<file path="config.mk">
export PLATFORM = sky130hd
export DESIGN_NAME = pwm_param_calc
export DESIGN_NICKNAME = d
export VERILOG_FILES = /design/src/rtl/pwm_param_calc.sv
export SDC_FILE = /design/constraint.sdc
export NUM_CORES = 1
export LEC_CHECK = 0
export CAP_MARGIN = 5
export CORE_MARGIN = 2
export CORE_UTILIZATION = 55
export DETAILED_ROUTE_END_ITERATION = 10
export HOLD_SLACK_MARGIN = 0.03
export PLACE_DENSITY_LB_ADDON = 0.2
export SYNTH_ARGS = -nofsm -noshare
export SYNTH_HDL_FRONTEND = slang
export SYNTH_SLANG_ARGS = --single-unit
export TNS_END_PERCENT = 100
</file>
<file path="constraint.sdc">
create_clock -name clk -period 11.75 [get_ports clk]
set_input_delay 1.175 -clock clk [delete_from_list [all_inputs] [get_ports clk]]
set_output_delay 1.175 -clock clk [all_outputs]
set_load 0.05 [all_outputs]
</file>
<file path="src/rtl/pwm_param_calc.sv">
// Period / duty-cycle (permille) calculator fed by the high/low pulse-width counter.
// Optional macro PWM_CALC_ROUND_EN selects round-half-up instead of truncating division.
module pwm_param_calc #(
    parameter int CNT_W  = 16,
    parameter int SCALE  = 1000,
    parameter int DUTY_W = $clog2(SCALE + 1),
    parameter int NUM_W  = CNT_W + 10
) (
    input  logic              clk,
    input  logic              rst,
    input  logic [CNT_W-1:0]  high_cnt,
    input  logic [CNT_W-1:0]  low_cnt,
    output logic [CNT_W:0]    period,
    output logic [DUTY_W-1:0] duty,
    output logic              zero_period,
    output logic              result_valid,
    output logic              busy
);

`ifdef PWM_CALC_ROUND_EN
    localparam int DIV_W = NUM_W + 1;
`else
    localparam int DIV_W = NUM_W;
`endif
    localparam int PER_W  = CNT_W + 1;
    localparam int REM_W  = CNT_W + 2;
    localparam int ITER_W = $clog2(DIV_W + 1);

    typedef enum logic [1:0] {IDLE, LOAD, DIV, DONE} state_t;

    state_t            state;
    logic [CNT_W-1:0]  snap_high;
    logic [CNT_W-1:0]  snap_low;
    logic [PER_W-1:0]  per_q;
    logic [DIV_W-1:0]  quo;
    logic [REM_W-1:0]  rem;
    logic [ITER_W-1:0] iter;

    logic              changed;
    logic [PER_W-1:0]  per_sum;
    logic [DIV_W-1:0]  num_load;
    logic [REM_W-1:0]  rem_shift;
    logic              sub_ok;
    logic [REM_W-1:0]  rem_next;
    logic [DIV_W-1:0]  quo_next;

    assign busy = (state != IDLE);

    always_comb begin
        changed   = (high_cnt != snap_high) || (low_cnt != snap_low);
        per_sum   = PER_W'(snap_high) + PER_W'(snap_low);
`ifdef PWM_CALC_ROUND_EN
        num_load  = DIV_W'(snap_high) * DIV_W'(SCALE) + DIV_W'(per_sum >> 1);
`else
        num_load  = DIV_W'(snap_high) * DIV_W'(SCALE);
`endif
        // Numerator bits shift out of quo's MSB while quotient bits shift in at its LSB.
        rem_shift = {rem[REM_W-2:0], quo[DIV_W-1]};
        sub_ok    = (rem_shift >= REM_W'(per_q));
        rem_next  = sub_ok ? (rem_shift - REM_W'(per_q)) : rem_shift;
        quo_next  = {quo[DIV_W-2:0], sub_ok};
    end

    // Busy-time input changes need no separate pending flag: IDLE always
    // re-compares the live inputs against the snapshot before restarting.
    always_ff @(posedge clk) begin
        if (rst) begin
            state        <= IDLE;
            snap_high    <= '0;
            snap_low     <= '0;
            per_q        <= '0;
            quo          <= '0;
            rem          <= '0;
            iter         <= '0;
            period       <= '0;
            duty         <= '0;
            zero_period  <= 1'b0;
            result_valid <= 1'b0;
        end else begin
            case (state)
                IDLE: begin
                    result_valid <= 1'b0;
                    if (changed) begin
                        snap_high <= high_cnt;
                        snap_low  <= low_cnt;
                        state     <= LOAD;
                    end
                end
                LOAD: begin
                    per_q <= per_sum;
                    quo   <= num_load;
                    rem   <= '0;
                    iter  <= '0;
                    state <= DIV;
                end
                DIV: begin
                    rem  <= rem_next;
                    quo  <= quo_next;
                    iter <= iter + ITER_W'(1);
                    // Results are registered on the last iteration so they are visible during DONE.
                    if (iter == ITER_W'(DIV_W - 1)) begin
                        period       <= per_q;
                        zero_period  <= (per_q == '0);
                        duty         <= (per_q == '0) ? '0 : quo_next[DUTY_W-1:0];
                        result_valid <= 1'b1;
                        state        <= DONE;
                    end
                end
                DONE: begin
                    result_valid <= 1'b0;
                    state        <= IDLE;
                end
                default: state <= IDLE;
            endcase
        end
    end

endmodule

</file>
==> qor.yml <==
crit_chain: "inv_1 > fa_1 > fa_1 > fa_1 > fa_1 > inv_1 > ha_1 > o21ai_0 > nand2b_1 > a31oi_1 > o21a_1 > o21ai_0 > a41oi_1 > xor2_1 > o21ai_0"
drt_first_pass_iters: 5
p_sw_frac: 0.4804
die_w_um: 134.5
finalWeightedCongestion: 0.8546
postCtsSetupRepairBufs: 0
antenna_cells: 0
ys.flop_type: "dfxtp_1"
worstHoldPathCells: 2
first_global_vias: 7055
ys_seq_area_frac: 0.2737
cp.required_ps: 12060
io_pins: 64
cts-hold-fix-buffers: 0
hold_end: "duty[7]"
htreeDepth: 4
netlist_instances: 1084
slew_violations: 0
cp-start-kind: "register"
place_inst: 1331
drcViolationCount: 0
grt_overflow: 0
vdd_drop_max_mv: 0.2209
fin_cells: 1361
skew_ps: 8.598
timing.rr.start: "snap_high[2]"
ys_seq_elements: 128
clk_latency_ps: 430
cts_buffers: 17
synthTopCellsByCount: "128 x dfxtp_1, 110 x inv_1, 99 x nand2_1, 97 x nor2_1, 91 x ha_1"
p_per_area_nw_per_um2: 336.1
grtUsageTotal: 0.2418
power_frac_clock: 0.138
path_common_cell: "fa_1"
slowest_stage: "fa_1"
syn-cell-area_um2: 9364
core_region_area_um2: 16640
pwr-share-comb: 0.689
crit_type: "register to register"
ff2ff_setup_slack_ps: 7060
wl_um: 21190
dieArea_um2: 18080
met2_length_um: 9690
final_nets: 1311
timing_worst_slew_pin_value_ps: 1082
end_kind: "register"
dpl.hpwl_um: 15950
vias_per_cell: 5.573
yosys-top-cells-area: "dfxtp_1 27%, ha_1 12%, fa_1 12%"
grt_max_degree: 94
syn_area_per_cell_um2: 8.638
synth_edf_count: 0
io_buffers: 63
hold_path.class: "register to register"
clk_path_buf_depth: 2
critPathMaxStageDelay_ps: 590
p_int_uw: 1869
min_period_over_period: 0.3993
vias: 7585
period_needed_ps: 4692
fin_area_um2: 10700
antenna_found_initial: 0
area_growth_pct: 14.30
cts-root-buf: "clkbuf_16"
num_rows: 47
ys_warn_count: 0
rsz0062_at_grt: "no"
antenna_left: 0
yosys.cell_count.top_type: "dfxtp_1"
clk_pin_slew_ps: 60
die_y_um: 134.5
worstPathMaxFanout: 8
worstRegToRegCells: 15
placed_area_um2: 10160
grt_first_pass_wirelength_um: 34800
drv_cap: 0
seqPwrFrac: 0.173
fin_tns_setup_ps: 0
cts_resized: 0
maxUsedRoutingLayer: "met4"
finalSetupViolCount: 0
cts_tree: "yes"
dr.first_iter.drc_count: 395
wire_per_inst_um: 15.57
worstPathArrival_ps: 5000
hold_violations: 0
synth_top_area_frac: 0.2737
slew_headroom: 0.2783
max_freq_mhz: 213.1
cts_sinks: 128
status: "finished clean"
wl_met3_um: 842
rr_endpoint: "quo[24]"
synth_nets: 1265
p_sw_uw: 1728
min_from: "duty[7]"
yosysUniqueCellTypes: 59
drive_gt1_frac: 0.03944
p_leak_uw: 0.004483
final_core_util: 0.6431
total_power_uw: 3597
synthArstFlopShare: 0
initial_utilization: 0.5627
synth_top_cell_by_area: "dfxtp_1"
wl_met1_um: 10460
==> cells in the final DEF (no fill, tap or decap), types with 5 or more instances in the layout <==
master / count
dfxtp_1: 128
inv_1: 110
nand2_1: 99
nor2_1: 96
ha_1: 91
a21oi_1: 72
clkdlybuf4s50_1: 62
o21ai_0: 61
mux2i_1: 60
fa_1: 56
xor2_1: 47
xnor2_1: 21
nand3_1: 21
a211oi_1: 19
clkbuf_16: 17
nand2b_1: 16
nor3_1: 13
nor4_1: 13
a31oi_1: 12
nor2b_1: 11
o21a_1: 11
a21o_1: 9
nand4_1: 7
o22ai_1: 7
buf_4: 6
o211ai_1: 5
or3_1: 5
==> metal layers <==
metal / GRT usage / vias up
li1: - / 3803
met1: 0.3393 / 3599
met2: 0.3886 / 165
met3: 0.04505 / 18
met4: 0.05848 / 0
met5: 0 / -
==> worst max-delay path, delay by kind of cell (launching register included) <==
family,cells,cell delay [ps]
buffers and inverters,2,210
AND/OR/NAND/NOR,1,70
flip-flops,1,540
XOR/XNOR,1,150
adder cells (fa/ha/maj),5,2390
AO/OA/AOI/OAI,6,1220
==> sequential cells by signal, summed over array words and instances (netlist names) <==
signal,count
state,2
zero_period,1
result_valid,1
period,17
duty,10
iter,5
snap_high,16
snap_low,16
quo,26
per_q,17
rem,17
==> logic make-up after synthesis <==
logic type	share of synthesized area
fa+ha+maj	0.2413
simple gates	0.1460
xor+xnor	0.06360
mux	0.06414
compound gates	0.1498
buf+inv	0.06147
flops	0.2737
==> worst max path at each step <==
stage	start	endpoint
after detailed placement	snap_high[3]	quo[24]
after global routing	snap_high[2]	quo[24]
after CTS	snap_high[2]	quo[24]
final	snap_high[2]	quo[24]
after global placement	snap_high[3]	quo[19]
after floorplan	snap_high[2]	quo[24]
==> area by class of cell <==
class                   count  area (µm²)
clock inverters            10       90.09
fillers                  1469        5939
repair buffers             68       665.6
inverters                 110       412.9
well taps                 220       275.3
flip-flops and latches    128        2562
clock buffers              20       456.7
multi-input cells         805        6240
==> metrics by stage <==
stage                     worst slack (ps)  hold WS [ps]
after floorplan                       7423         437.8
after global placement                7164         442.1
after detailed placement              7066         445.9
after CTS                             7033         453.1
after global routing                  6752         468.3
final                                 7058         449.9
==> power groups by stage <==
stage,Sequential [µW],Combinational [µW],Clock (µW)
after detailed placement,629,2460,0
after floorplan,591,2010,0
final,623,2480,495
after global routing,633,2820,522
after CTS,621,2480,499
after global placement,627,2430,0
(Power assumes the default switching activity.)
